--- config.mk ---
export PLATFORM = sky130hd
export DESIGN_NAME = sb_stream_arbiter
export DESIGN_NICKNAME = d
export VERILOG_FILES = /design/src/rtl/sb_stream_arbiter.sv
export SDC_FILE = /design/constraint.sdc
export NUM_CORES = 1
export LEC_CHECK = 0
export BUFFER_PORTS_ARGS = -buffer_cell sky130_fd_sc_hd__buf_2
export CAP_MARGIN = 20
export CORE_AREA = 3 3 349 351
export CTS_BUF_LIST = sky130_fd_sc_hd__clkbuf_8
export DETAILED_ROUTE_END_ITERATION = 12
export DIE_AREA = 0 0 352 354
export GPL_ROUTABILITY_DRIVEN = 0
export PLACE_DENSITY_LB_ADDON = 0.12
export SYNTH_ARGS = -nofsm -noshare
export SYNTH_HDL_FRONTEND = slang
export SYNTH_SLANG_ARGS = --single-unit
--- constraint.sdc ---
create_clock -name clk -period 2.5 [get_ports clk]
set_input_delay 0.25 -clock clk [delete_from_list [all_inputs] [get_ports clk]]
set_output_delay 0.25 -clock clk [all_outputs]
set_load 0.02 [all_outputs]
--- src/rtl/sb_stream_arbiter.sv ---
// Two-input packet-aware stream arbiter with a registered output stage.
// Whole packets are granted round-robin; beats of different packets never interleave.
module sb_stream_arbiter #(
    parameter int DW = 256,
    parameter int CW = 16
) (
    input  logic          clk,
    input  logic          nreset,
    input  logic [DW-1:0] in0_data,
    input  logic [31:0]   in0_dest,
    input  logic          in0_last,
    input  logic          in0_valid,
    output logic          in0_ready,
    input  logic [DW-1:0] in1_data,
    input  logic [31:0]   in1_dest,
    input  logic          in1_last,
    input  logic          in1_valid,
    output logic          in1_ready,
    output logic [DW-1:0] out_data,
    output logic [31:0]   out_dest,
    output logic          out_last,
    output logic          out_valid,
    input  logic          out_ready,
    output logic [CW-1:0] pkt_cnt0,
    output logic [CW-1:0] pkt_cnt1,
    output logic          busy
);

    typedef enum logic [1:0] {IDLE, LOCK0, LOCK1} state_t;

    state_t state, state_next;
    logic   prio, prio_next;
    logic   sel, has_sel, sel_valid, sel_last;
    logic   can_load, accept;

    assign can_load = !out_valid || out_ready;
    assign busy     = (state != IDLE) || out_valid;

    always_ff @(posedge clk) begin
        if (!nreset) begin
            state <= IDLE;
            prio  <= 1'b0;
        end else begin
            state <= state_next;
            prio  <= prio_next;
        end
    end

    always_comb begin
        sel        = 1'b0;
        has_sel    = 1'b0;
        state_next = state;
        prio_next  = prio;
        case (state)
            LOCK0: begin
                sel     = 1'b0;
                has_sel = 1'b1;
            end
            LOCK1: begin
                sel     = 1'b1;
                has_sel = 1'b1;
            end
            default: begin
                has_sel = in0_valid || in1_valid;
                sel     = (in0_valid && in1_valid) ? prio : in1_valid;
            end
        endcase
        sel_valid = sel ? in1_valid : in0_valid;
        sel_last  = sel ? in1_last  : in0_last;
        in0_ready = can_load && has_sel && !sel && nreset;
        in1_ready = can_load && has_sel &&  sel && nreset;
        accept    = sel_valid && (in0_ready || in1_ready);
        // A last beat releases the lock and hands priority to the other input.
        if (accept) begin
            if (sel_last) begin
                state_next = IDLE;
                prio_next  = ~sel;
            end else begin
                state_next = sel ? LOCK1 : LOCK0;
            end
        end
    end

    always_ff @(posedge clk) begin
        if (!nreset) begin
            out_valid <= 1'b0;
            out_data  <= '0;
            out_dest  <= '0;
            out_last  <= 1'b0;
        end else if (accept) begin
            out_valid <= 1'b1;
            out_data  <= sel ? in1_data : in0_data;
            out_dest  <= sel ? in1_dest : in0_dest;
            out_last  <= sel_last;
        end else if (out_ready) begin
            out_valid <= 1'b0;
        end
    end

    always_ff @(posedge clk) begin
        if (!nreset) begin
            pkt_cnt0 <= '0;
            pkt_cnt1 <= '0;
        end else if (accept && sel_last) begin
            if (sel) pkt_cnt1 <= pkt_cnt1 + 1'b1;
            else     pkt_cnt0 <= pkt_cnt0 + 1'b1;
        end
    end

endmodule

==> results.toml, run 1 <==
[run]
drv_cap = 0

[global_routing]
grt_max_degree = 144
grt_pass1_wl_um = 129400
grt_usage = 0.1335
antenna_found_initial = 5
grt_pass1_vias = 20510
grt.overflow.total = 0

[routing]
drt_iter0_drc = 1041
vias = 19320
wirelength_um = 87470
avgRoutedWirePerCell_um = 17.57
drc = 0
drtPass1Iterations = 5
final_antenna_net_count = 0
viasPerCell = 3.882

[floorplan]
core_area_mm2 = 0.1193
rows = 127
io_pins = 908
die_x_um = 352
dieArea_mm2 = 0.1246
die_h_um = 354
start_util = 0.1158

[sta]
slew_headroom = 0.3479
setup-violations-final = 0
fmax_mhz = 419.0
min_period_ns = 2.387
finalCritPeriodShare = 0.9547
rsz0062_at_grt = "false"
setup_slack_ns = 0.1133
finalSetupTns_ns = 0
tightest_slew_ns = 0.9782
clock_skew_ns = 0.04823
drv_slew = 0
final_hold_viol_count = 0

[power_and_ir_drop]
pwr-share-comb = 0.268
p_leak_nw = 13.03
peakVddDrop_mv = 0.3181
p_int_w = 0.01063
power.switching_w = 0.005436
switching_share = 0.3383
clockPowerShare = 0.368
powerDensity_mw_per_mm2 = 574.1
seqPwrFrac = 0.365

[worst_setup_path]
end_kind = "register"
path_buf_inv = 3
critPathTopFamily = "buffers and inverters"
cp_data_required_time_ns = 3.02
critPathLaunchType = "register"
slowest_delay_ns = 0.55
criticalPathCategory = "register to register"
crit_slowest_cell = "dlygate4sd3_1"
crit_arrival_ns = 2.91
path_cells = "inv_1, ha_2, mux2_4, o2111a_2, buf_12, o21ai_1, a21oi_1, dlygate4sd3_1"
r2r_slack_ns = 0.11
critPathMaxFanout = 37

[logic_synthesis]
synth_cells = 1830
syn_avg_cell_area_um2 = 7.552
synth_area_mm2 = 0.01382
synth.distinct_cells = 40
synthAdderAreaFrac = 0.003622
synthesis.nets = 2417
synth-compound-area-share = 0.3449
synth_top_family_by_area = "compound AO/OA/AOI/OAI gates"
ys_seq_area_frac = 0.4708
ys_seq_elements = 325
synthXorXnorAreaFrac = 0
synthMuxAreaShare = 0.006157
yosys.area_share.simple = 0.1171
synth_warnings = 0

[placed_design]
place_hpwl_um = 62860
pre_cts_slack_ns = 0.3248
io_buffers = 907

[cts]
cts_sinks = 325
cts_tree = "built"
root_buffer = "clkbuf_8"
worstSkewPairLatency_ns = 0.68
numCtsBuffers = 75
cts_buffer_depth = 3
clk_pin_slew_ns = 0.06
htree_levels = 3

[min_path]
min_path_type = "input pin to register"

[final_layout]
syn2layout_area_growth_pct = 102.6
finalNetCount = 3894
drive_above_1_share = 0.3302

[run_status]
outcome = "finished clean"
## final cells by class
class | count | area (µm²)
Fill cell | 13420 | 91340
Timing Repair Buffer | 1578 | 11450
Multi-Input combinational cell | 1318 | 6590
Sequential cell | 325 | 6507
Tap cell | 1612 | 2017
Clock buffer | 86 | 1184
Clock inverter | 43 | 193.9
Inverter | 9 | 33.78
Antenna cell | 6 | 15.01
## worst min-delay path: stages
cell and delay [ns]:
buf_2 0.08, nand2b_2 0.27, a21oi_1 0.10
## cells in the mapped netlist, drive strengths merged
library cell | number | share of area
a21oi | 600 | 0.22
dfxtp | 325 | 0.47
nand2 | 308 | 0.084
o21ai | 295 | 0.11
clkbuf | 108 | 0.029
buf | 70 | 0.026
o31ai | 16 | 0.0087
or4 | 15 | 0.0081
nand3 | 12 | 0.0043
inv | 9 | 0.0024
nand2b | 8 | 0.0038
nand4 | 8 | 0.0036
mux2i | 7 | 0.0051
nor4 | 6 | 0.0027
and4 | 5 | 0.0032
or3 | 5 | 0.0023
ha | 4 | 0.0036
o21a | 4 | 0.0022
and3 | 3 | 0.0014
o311ai | 3 | 0.0019
o41ai | 3 | 0.0019
nor3 | 2 | 0.00072
o2111ai | 2 | 0.0025
o31a | 2 | 0.0013
a311oi | 1 | 0.00063
a31oi | 1 | 0.00045
mux2 | 1 | 0.0011
nor2 | 1 | 0.00027
nor2b | 1 | 0.00063
nor3b | 1 | 0.00054
nor4b | 1 | 0.00063
nor4bb | 1 | 0.00072
o2111a | 1 | 0.00091
or2 | 1 | 0.00045
## per-stage QoR
step                      area, µm²  std cells  hold WS, ns    util  total power [W]
final                         27990       4977       0.1209  0.2346          0.01607
after detailed placement      20620       4254       0.4531  0.1728         0.009487
after CTS                     27920       4968       0.2031  0.2339          0.01647
after floorplan               13820       1830       0.3577       -         0.007694
after global placement        20620       4254       0.4501  0.1728         0.009544
after global routing          27990       4975      0.07452  0.2345          0.01709
## cells in the final DEF (no fill, tap or decap), types with 5 or more instances in the layout
cell,n
clkbuf_8,87
mux2i_1,7
nand4_1,8
buf_2,904
and4_1,5
dfxtp_1,324
or3_1,5
buf_4,58
dlygate4sd3_1,581
buf_12,28
o31ai_1,16
inv_1,43
nand2b_1,6
nor4_1,6
clkinv_2,5
or4_1,15
diode_2,6
o21ai_0,291
nand3_1,12
a21oi_1,600
nand2_1,306
## cell families (layout without fill, tap and decap cells)
group	count (synthesis)	in the layout
AO/OA/AOI/OAI	928	928
AND/OR/NAND/NOR	378	378
flip-flops	325	325
buffers and inverters	187	1716
multiplexers	8	8
adder cells (fa/ha/maj)	4	4
other	0	6
## what timing repair did
| item | in CTS | in global routing |
|---|---|---|
| setup endpoints to repair | 2 | 5 |
| gates resized for setup | 10 | 10 |
| pin swaps | 1 | 2 |
| setup buffers | 3 | 2 |
| gates cloned | 1 | 1 |
| hold endpoints to repair | 302 | 0 |
| hold buffers | 581 | 0 |
## flip-flops by register name, indices dropped and copies added (netlist names)
name	flops
out_data	256
out_dest	32
pkt_cnt0	16
pkt_cnt1	16
state	2
out_last	1
out_valid	1
prio	1
## metal layers
layer,GRT usage,part of all wire,vias to the layer above
li1,-,-,9450
met2,0.2337,0.49,711
met4,0.05080,0.035,0
met1,0.1508,0.40,9012
met5,0,0,-
met3,0.04229,0.074,146
## path summary, 6_finish.rpt
kind                                start            end  depth (start not counted)
worst max-delay path             state[0]  out_data[222]                          8
worst max register to register   state[0]  out_data[222]                          8
worst min-delay path            out_ready      out_valid                          3
worst min register to register   state[0]       state[0]                          2
## power groups by stage
stage / Sequential (W) / Clock [W] / Combinational, W
CTS: 0.00585 / 0.00628 / 0.00434
global route: 0.00590 / 0.00651 / 0.00467
floorplan: 0.00648 / 0 / 0.00121
detailed placement: 0.00595 / 0 / 0.00353
global placement: 0.00596 / 0 / 0.00358
finish: 0.00586 / 0.00591 / 0.00430
Power figures use the tool's default switching activity.
==> run 2: changes to the inputs <==
- CORE_AREA: 3 3 349 351 -> 2 2 358 360
- DIE_AREA: 0 0 352 354 -> 0 0 360 362
==> results.toml, run 2 (same netlist as run 1, synthesis figures left out) <==
[sta]
tightest_slew_ns = 0.9009
final_hold_viol_count = 0
slew_headroom = 0.3994
rsz0062_at_grt = "true"
setup-violations-final = 0
min_period_ns = 2.352
drv_slew = 0
setup_slack_ns = 0.1484
clock_skew_ns = 0.02663
fmax_mhz = 425.2
finalCritPeriodShare = 0.9407

[power_and_ir_drop]
peakVddDrop_mv = 0.3134
p_leak_nw = 13.08
power_w = 0.01642
powerDensity_mw_per_mm2 = 583.8

[cts]
numCtsBuffers = 75
clk_pin_slew_ns = 0.07
htree_levels = 3
worstSkewPairLatency_ns = 0.71
root_buffer = "clkbuf_8"
cts_tree = "built"
cts_buffer_depth = 3
cts_sinks = 325

[final_layout]
nFillCells = 14260
final_cell_mix = "buf_2, a21oi_1, dlygate4sd3_1"
syn2layout_area_growth_pct = 103.5
reg_top3 = "out_data (256), out_dest (32)"
layout.cells.most_common = "buf_2"
drive_above_1_share = 0.3284
regMostFlops = "out_data"
fin_cells = 5022
finalInstanceArea_mm2 = 0.02812
finalNetCount = 3885
multi_input_area_mm2 = 0.006585
seq_area_mm2 = 0.006509
largest_reg_flops = 256

[routing]
wirelength_um = 86440
final_antenna_net_count = 0
drc = 0
avgRoutedWirePerCell_um = 17.21
drt_iter0_drc = 730
vias = 19250
drtPass1Iterations = 5
viasPerCell = 3.833

[worst_setup_path]
crit_arrival_ns = 2.10
critPathLaunchType = "register"
critPathMaxFanout = 5
end_kind = "primary output"
cp_data_required_time_ns = 2.25
criticalPathCategory = "register to primary output"

[global_routing]
grt_max_degree = 141
grt_usage = 0.1253
grt_pass1_vias = 20000
grt.overflow.total = 0
grt_pass1_wl_um = 125400
antenna_found_initial = 8

[floorplan]
dieArea_mm2 = 0.1303
rows = 131
core_area_mm2 = 0.1267
io_pins = 908
die_h_um = 362
start_util = 0.1091
die_x_um = 360

[placed_design]
place_hpwl_um = 61020
io_buffers = 907
dp.cells = 4294
pre_cts_slack_ns = 0.3323
placed_cell_area_mm2 = 0.02067

[min_path]
min_path_type = "input pin to register"

[run_status]
outcome = "finished clean"

[run]
drv_cap = 0
[run 2: cell types whose count changed in the layout (fill, tap and decap cells not counted), sizes merged]
cell | previous run | this run
buf | 994 | 986
bufinv | 0 | 2
clkbuf | 88 | 89
clkinv | 6 | 1
clkinvlp | 1 | 3
diode | 6 | 4
dlygate4sd3 | 581 | 580
inv | 45 | 51
[run 2: critical path: stages, from the launching register on]
cell,delay [ns]
dfxtp_2,0.35
inv_2,0.05
ha_4,0.28
nand2b_4,0.15
o21ai_4,0.07
buf_12,0.13
nor3_4,0.21
buf_6,0.15
[run 2: metal layers]
layer  vias to the layer above  global-route usage  wire length, µm
met5                         -                   0               51
met2                       685              0.2141            41710
met3                       181             0.03927             5674
li1                       9418                   -                -
met1                      8956              0.1439            35680
met4                         8             0.05273             3319
[run 2: cell type report]
type | instances | share of cell area
Inverter | 9 | 0.001201
Clock buffer | 87 | 0.04258
Tap cell | 1662 | 0.07395
Multi-Input combinational cell | 1318 | 0.2342
Sequential cell | 325 | 0.2314
Antenna cell | 4 | 0.0003559
Clock inverter | 48 | 0.009076
Timing Repair Buffer | 1569 | 0.4072
[run 2: path summary, 6_finish.rpt]
path | cells after the start | start | endpoint | slack [ns]
setup / recovery | 7 | state[1] | in0_ready | 0.15
hold / removal | 4 | in0_valid | pkt_cnt0[4] | 0.15
setup reg to reg | 8 | state[0] | out_data[209] | 0.15
hold reg to reg | 2 | state[0] | state[0] | 0.47
[run 2: where the power goes]
| part | switching [W] | internal, W | total, W |
|---|---|---|---|
| clock network | 0.00290 | 0.00336 | 0.00626 |
| registers | 0.000222 | 0.00564 | 0.00586 |
| logic | 0.00241 | 0.00189 | 0.00430 |
[run 2: per-stage QoR]
step,hold WS (ns),utilization,TNS (ns)
2_1_floorplan,0.3577,-,0
3_3_place_gp,0.4493,0.1631,0
3_5_place_dp,0.4482,0.1631,0
4_1_cts,0.01529,0.2213,0
5_1_grt,0.07650,0.2220,-0.02669
6_report,0.1491,0.2220,0
[run 2: what timing repair did]
action | 4_1_cts | 5_1_grt
buffers inserted | 3 | 4
resized for setup | 13 | 10
endpoints found under the hold margin | 297 | 0
endpoints found under the setup margin | 2 | 12
gates cloned | 1 | 1
hold buffers | 580 | 0
pin swaps | 3 | 4
